--- config.mk ---
export PLATFORM = sky130hd
export DESIGN_NAME = pipe_ctrl
export DESIGN_NICKNAME = d
export VERILOG_FILES = /design/src/rtl/pipe_pkg.sv /design/src/rtl/pipe_ctrl_perf_cnt.sv /design/src/rtl/pipe_ctrl.sv
export SDC_FILE = /design/constraint.sdc
export NUM_CORES = 1
export LEC_CHECK = 0
export ABC_AREA = 1
export CAP_MARGIN = 5
export CORE_AREA = 2 2 39 41
export DETAILED_ROUTE_END_ITERATION = 16
export DIE_AREA = 0 0 41 43
export PLACE_DENSITY = 0.55
export SETUP_SLACK_MARGIN = 0.5
export SYNTH_ARGS = -nofsm -noshare
export SYNTH_HDL_FRONTEND = slang
export SYNTH_SLANG_ARGS = --single-unit
--- constraint.sdc ---
create_clock -name clk -period 1.5 [get_ports clk]
set_input_delay 0.225 -clock clk [delete_from_list [all_inputs] [get_ports clk]]
set_output_delay 0.225 -clock clk [all_outputs]
set_load 0.02 [all_outputs]
--- src/rtl/pipe_pkg.sv ---
// Shared types for the pipeline sequencer: FSM state and the
// priority-ordered stall/flush cause, also consumed by trace logic.
package pipe_pkg;

    typedef enum logic [1:0] {
        ST_RUN   = 2'd0,
        ST_IWAIT = 2'd1,
        ST_DWAIT = 2'd2,
        ST_HALT  = 2'd3
    } pipe_state_e;

    // Listed highest priority first
    typedef enum logic [2:0] {
        CAUSE_HALT     = 3'd0,
        CAUSE_DMEM     = 3'd1,
        CAUSE_WBHALT   = 3'd2,
        CAUSE_REDIRECT = 3'd3,
        CAUSE_LOADUSE  = 3'd4,
        CAUSE_IMEM     = 3'd5,
        CAUSE_NONE     = 3'd6
    } pipe_cause_e;

    // Resolve the winning cause for this cycle
    function automatic pipe_cause_e pick_cause(
        input pipe_state_e st,
        input logic        dmem,
        input logic        wbh,
        input logic        red,
        input logic        lu,
        input logic        imem
    );
        pipe_cause_e c;
        if (st == ST_HALT)  c = CAUSE_HALT;
        else if (dmem)      c = CAUSE_DMEM;
        else if (wbh)       c = CAUSE_WBHALT;
        else if (red)       c = CAUSE_REDIRECT;
        else if (lu)        c = CAUSE_LOADUSE;
        else if (imem)      c = CAUSE_IMEM;
        else                c = CAUSE_NONE;
        return c;
    endfunction

endpackage

--- src/rtl/pipe_ctrl_perf_cnt.sv ---
// Saturating performance counter with synchronous clear.
// Instantiated by pipe_ctrl only when PIPE_PERF_EN is defined.
module pipe_perf_cnt #(
    parameter int W = 16
) (
    input  logic         clk,
    input  logic         clr_i,
    input  logic         inc_i,
    output logic [W-1:0] cnt_o
);

    logic [W-1:0] cnt_q;
    logic [W-1:0] cnt_d;

    // Increment unless already at all-ones
    always_comb begin
        cnt_d = cnt_q;
        if (inc_i && (cnt_q != {W{1'b1}})) cnt_d = cnt_q + 1'b1;
    end

    // Counter register, clear wins over increment
    always_ff @(posedge clk) begin
        if (clr_i) cnt_q <= '0;
        else       cnt_q <= cnt_d;
    end

    assign cnt_o = cnt_q;

endmodule

--- src/rtl/pipe_ctrl.sv ---
// Pipeline sequencer: merges stall/flush sources into register controls.
// Optional performance counters are built when PIPE_PERF_EN is defined.
module pipe_ctrl
    import pipe_pkg::*;
#(
    parameter int CNT_W = 16
) (
    input  logic             clk,
    input  logic             rst,
    input  logic             lu_stall,
    input  logic             imem_busy,
    input  logic             dmem_busy,
    input  logic             ex_redirect,
    input  logic             wb_halt,
    output logic             pc_write,
    output logic             ifid_write,
    output logic             ifid_flush,
    output logic             idex_flush,
    output logic             exmem_write,
    output logic             memwb_write,
    output logic             imem_cancel,
`ifdef PIPE_PERF_EN
    output logic [CNT_W-1:0] stall_cnt,
    output logic [CNT_W-1:0] flush_cnt,
`endif
    output logic             halted
);

    pipe_state_e state_q;
    pipe_state_e state_d;
    pipe_cause_e cause;

    assign cause = pick_cause(state_q, dmem_busy, wb_halt,
                              ex_redirect, lu_stall, imem_busy);

    // State register
    always_ff @(posedge clk) begin
        if (rst) state_q <= ST_RUN;
        else     state_q <= state_d;
    end

    // Next state from the winning cause
    always_comb begin
        state_d = ST_RUN;
        unique case (cause)
            CAUSE_HALT:     state_d = ST_HALT;
            CAUSE_DMEM:     state_d = ST_DWAIT;
            CAUSE_WBHALT:   state_d = ST_HALT;
            CAUSE_REDIRECT: state_d = ST_RUN;
            CAUSE_LOADUSE:  state_d = imem_busy ? ST_IWAIT : ST_RUN;
            CAUSE_IMEM:     state_d = ST_IWAIT;
            CAUSE_NONE:     state_d = ST_RUN;
            default:        state_d = ST_RUN;
        endcase
    end

    // Control outputs; everything held low while in reset
    always_comb begin
        pc_write    = 1'b0;
        ifid_write  = 1'b0;
        ifid_flush  = 1'b0;
        idex_flush  = 1'b0;
        exmem_write = 1'b0;
        memwb_write = 1'b0;
        imem_cancel = 1'b0;
        if (!rst) begin
            unique case (cause)
                CAUSE_HALT, CAUSE_DMEM, CAUSE_WBHALT: ;
                CAUSE_REDIRECT: begin
                    pc_write    = 1'b1;
                    ifid_write  = 1'b1;
                    ifid_flush  = 1'b1;
                    idex_flush  = 1'b1;
                    exmem_write = 1'b1;
                    memwb_write = 1'b1;
                    imem_cancel = (state_q == ST_IWAIT) || imem_busy;
                end
                CAUSE_LOADUSE: begin
                    idex_flush  = 1'b1;
                    exmem_write = 1'b1;
                    memwb_write = 1'b1;
                end
                CAUSE_IMEM: begin
                    ifid_write  = 1'b1;
                    ifid_flush  = 1'b1;
                    exmem_write = 1'b1;
                    memwb_write = 1'b1;
                end
                default: begin
                    pc_write    = 1'b1;
                    ifid_write  = 1'b1;
                    exmem_write = 1'b1;
                    memwb_write = 1'b1;
                end
            endcase
        end
    end

    assign halted = (state_q == ST_HALT);

`ifdef PIPE_PERF_EN
    logic stall_inc;
    logic flush_inc;

    assign stall_inc = !rst && !pc_write && !halted;
    assign flush_inc = !rst && (cause == CAUSE_REDIRECT);

    pipe_perf_cnt #(.W(CNT_W)) u_stall_cnt (
        .clk   (clk),
        .clr_i (rst),
        .inc_i (stall_inc),
        .cnt_o (stall_cnt)
    );

    pipe_perf_cnt #(.W(CNT_W)) u_flush_cnt (
        .clk   (clk),
        .clr_i (rst),
        .inc_i (flush_inc),
        .cnt_o (flush_cnt)
    );
`else
    logic [CNT_W-1:0] perf_unused;
    assign perf_unused = '0;
`endif

endmodule

# [After elaboration in Yosys (flattened, before gate mapping)]
# Index checks and enable logic that the tools add are counted.
[word_totals] ff_bits=2 in_bits=7 wordCells=36
[classes] eq_ne=7 n_mux=20 reduce_logical=8
[ops] operator="$mux 1" n=13
[ops] operator="$mux 3" n=4
[ops] operator="$pmux 2 s4" n=1
[ops] operator="$eq 3x2->1 const B" n=2
[ops] operator="$eq 3x3->1 const B" n=2
[ops] operator="$reduce_or 2->1" n=3
[ops] operator="$reduce_or 5->1" n=1
[ops] operator="$mux 2" n=2
[ops] operator="$reduce_or 4->1" n=1
[ops] operator="$eq 3x1->1 const B" n=1
[ops] operator="$logic_not 3->1" n=1
[ops] operator="$reduce_or 3->1" n=1
[ops] operator="$eq 2x1->1 const B" n=1
[ops] operator="$eq 2x2->1 const B" n=1
[ops] operator="$logic_or 1x1->1" n=1

# [Logic depth before layout (Yosys ltp)]
[depth] depth_word=10 mapped_depth=10

# [Worst setup path after synthesis]
# No wires, ideal clock.
[synth_path] path_type="register to output" start="reg state_q[0]" end="out imem_cancel" t_arrival_ns=1.133 required_ns=1.275 slack_ns=0.142 path_stages_with_launch=6 cell_sequence="dfxtp_1 -> nand2_2 -> nand2_2 -> a21oi_2 -> nand2_2 -> nor3_1"
[synth_between] elab_chain_len=5 word_cells_on_any_way=7 cone_classes="eq/ne: 3; mux: 3; reduce/logical: 1"
[synth_lines] item="start, declared" line="pipe_ctrl.sv:29" text="pipe_state_e state_q;"
[synth_lines] item="start signal, assigned" line="pipe_ctrl.sv:39" text="else state_q <= state_d;"
[synth_lines] item="$eq 2x2->1" line="pipe_pkg.sv:33" text="if (st == ST_HALT) c = CAUSE_HALT;"
[synth_lines] item="$mux 3" line="pipe_pkg.sv:33"
[synth_lines] item="$eq 3x2->1" line="pipe_ctrl.sv:67" text="unique case (cause)"
[synth_lines] item="$mux 1 (*)" line="pipe_ctrl.sv:67"
[synth_lines] item="$mux 1 (*)" line="pipe_ctrl.sv:66" text="if (!rst) begin"
[synth_lines] item="end, declared" line="pipe_ctrl.sv:21" text="output logic imem_cancel,"
# Every way passes the cells marked *; elsewhere a longest branch is shown, timed or not.

# [Worst setup path in the final report]
[layout_path] start="reg state_q[1]" end="out pc_write"
[layout_between] elab_chain_len=6 word_cells_on_any_way=10 cone_classes="eq/ne: 5; mux: 3; reduce/logical: 2"
[layout_lines] item="$eq 2x2->1 (*)" line="pipe_pkg.sv:33"
[layout_lines] item="$mux 3 (*)" line="pipe_pkg.sv:33"
[layout_lines] item="$eq 3x1->1 (tied with other cells)" line="pipe_ctrl.sv:67"
[layout_lines] item="$reduce_or 5->1 (no line) (*)"
[layout_lines] item="$mux 1 (*)" line="pipe_ctrl.sv:67"
[layout_lines] item="$mux 1 (*)" line="pipe_ctrl.sv:66"
[layout_lines] item="end, declared" line="pipe_ctrl.sv:15" text="output logic pc_write,"
# Marks and branches as above.

==> flow_summary.toml <==
[worst_hold_path]
hold_depth = 6
hp-class = "input pin to register"

[logic_synthesis]
synth_cells = 43
syn_nets = 50
post_synth.cell_area_avg_um2 = 5.50
yosysSeqAreaShare = 0.169
yosysUniqueCellTypes = 12
synth_top_area_share = 0.175
synth.cell_area_um2 = 236
ys_warn_count = 0
ys_ff_latch = 2
synth_top_area_cell = "nand2_1"
yosys-top-cells-area = "nand2_1 (17%), dfxtp_1 (17%), inv_1 (16%), nand2_2 (13%), a21oi_1 (8.5%)"

[placement]
gp_congestion = 0.765
io_buffers = 14
detailed_place_hpwl_um = 535
place_ws_ns = -0.708

[power_and_ir_drop]
power_w = 0.000384
ir_drop_v = 0.000191
p_per_area_nw_per_um2 = 543
p_leak_nw = 0.363

[sta]
clock_skew_ns = 0.000630
finalSetupViolations = 5
fmax_mhz = 639
finalMaxSlewViolations = 0
setup_slack_ns = -0.0651
min_period_ns = 1.57
hold_viol_final = 0
slew_headroom = 0.888
tightest_slew_ns = 0.168
timing.final.crit_share = 1.04
rsz0062_at_grt = "true"

[finish]
layout.filler_cells = 125
mostFrequentLayoutCells = "buf_6 (18), buf_4 (12), nand2_4 (7), inv_2 (6), nand2_2 (5)"
area_growth_pct = 199
largest_reg_flops = 2
nets = 87
drive_above_1_share = 0.859
layout_commonest_cell = "buf_6"
final_util = 0.512
largest-register = "state_q"
diodes = 0
top_regs = "state_q (2)"

[route]
vias = 380
first_pass_iters = 4
post_drt_wl_per_cell_um = 8.81
drtAntennaViolNets = 0
dr.first_iter.drc_count = 5
drc = 0
vias_per_cell = 4.04
drt_wl_total_um = 828

[cts]
clock_tree.root_cell = "clkbuf_4"
clkSinkCount = 2
htreeDepth = 1
clockBufferDepth = 2
cts_tree = "done"
clock_latency_ns = 0.23
hold_buffers = 0
numCtsBuffers = 3
clk_pin_slew_worst_paths_ns = 0.03

[setup_path]
cp-end-kind = "output pin"
r2r_cells = 8
crit_fanout = 3
critPathKind = "register to output pin"
crit_arrival_ns = 1.34
worstPathRequired_ns = 1.27
cp-start-kind = "register"

[die]
initial_utilization = 0.171
die-area_um2 = 1760
fp.dieH_um = 43
dieWidth_um = 41
core_um2 = 1380
num_rows = 14
pin_count = 15

[run_status]
status = "complete, but fails checks"
violations = "setup timing"

[global_route]
grt_usage = 0.120
overflow = 0
grt_antenna_before_repair = 0
grt_max_degree = 6
grt_first_pass_wirelength_mm = 1.44
grt_pass1_vias = 379

[run]
maxCapViolations = 0
## area by class of cell
cell class	count	area, um^2	share of cell area
clock buffer	3	22.5	0.0318
timing repair buffer	33	313	0.442
tap	16	20.0	0.0283
inverter	10	40.0	0.0565
sequential	2	42.5	0.0601
multi-input combinational	30	270	0.382
## per-layer routing
| layer | up-vias | global-route usage | part of all wire |
|---|---|---|---|
| met5 | - | 0 | 0 |
| met4 | 0 | 0.0800 | 0 |
| met3 | 0 | 0.0157 | 0.013 |
| met2 | 3 | 0.194 | 0.59 |
| met1 | 177 | 0.137 | 0.39 |
| li1 | 200 | - | - |
## critical path, cell delays in order, from the launching register on
cell and delay [ns]:
dfxtp_2 0.32, nand2_4 0.09, nand2_4 0.06, a21oi_4 0.13, nand2_2 0.10, nand2_4 0.09
nor3b_4 0.19, buf_6 0.14
## cell families (layout without fill, tap and decap cells)
logic type	Yosys count	in the layout	synth area share
AOI/OAI and AO/OA	5	5	0.122
buffers and inverters	11	46	0.191
and+or+nand+nor	25	25	0.518
DFF	2	2	0.169
## Yosys cell counts
cell,instances
a21oi_1,4
nor3b_2,1
nand3_1,1
dfxtp_1,2
nand2_1,11
buf_4,1
a21oi_2,1
nand2_2,5
nor2_2,2
nor3_1,1
inv_1,10
nor2_1,4
## power breakdown
part | internal [W] | switching [W]
registers | 0.0000591 | 0.00000435
clock network | 0.0000887 | 0.0000343
logic | 0.000106 | 0.0000916
## stage by stage
step                cells  hold WS, ns  setup TNS [ns]  instance area [um^2]
floorplan              43        0.294               0                   278
global placement       81        0.734           -4.58                   494
detailed placement     81        0.736           -4.69                   494
CTS                    93        0.441          -0.319                   658
global route           94        0.441          -0.708                   708
finish                 94        0.422          -0.246                   708
## worst paths after layout
check | from | end | slack (ns)
worst max-delay path | state_q[1] | pc_write | -0.07
worst min-delay path | imem_busy | state_q[0] | 0.42
worst max register to register | state_q[1] | state_q[0] | 0.41
worst min register to register | state_q[0] | state_q[0] | 0.81
## repair_timing
action                     in CTS  in global routing
resized for setup              86                 20
setup endpoints to repair      10                 10
setup buffers                   9                  1
pin swaps                      12                 11
Power figures use the tool's default switching activity.
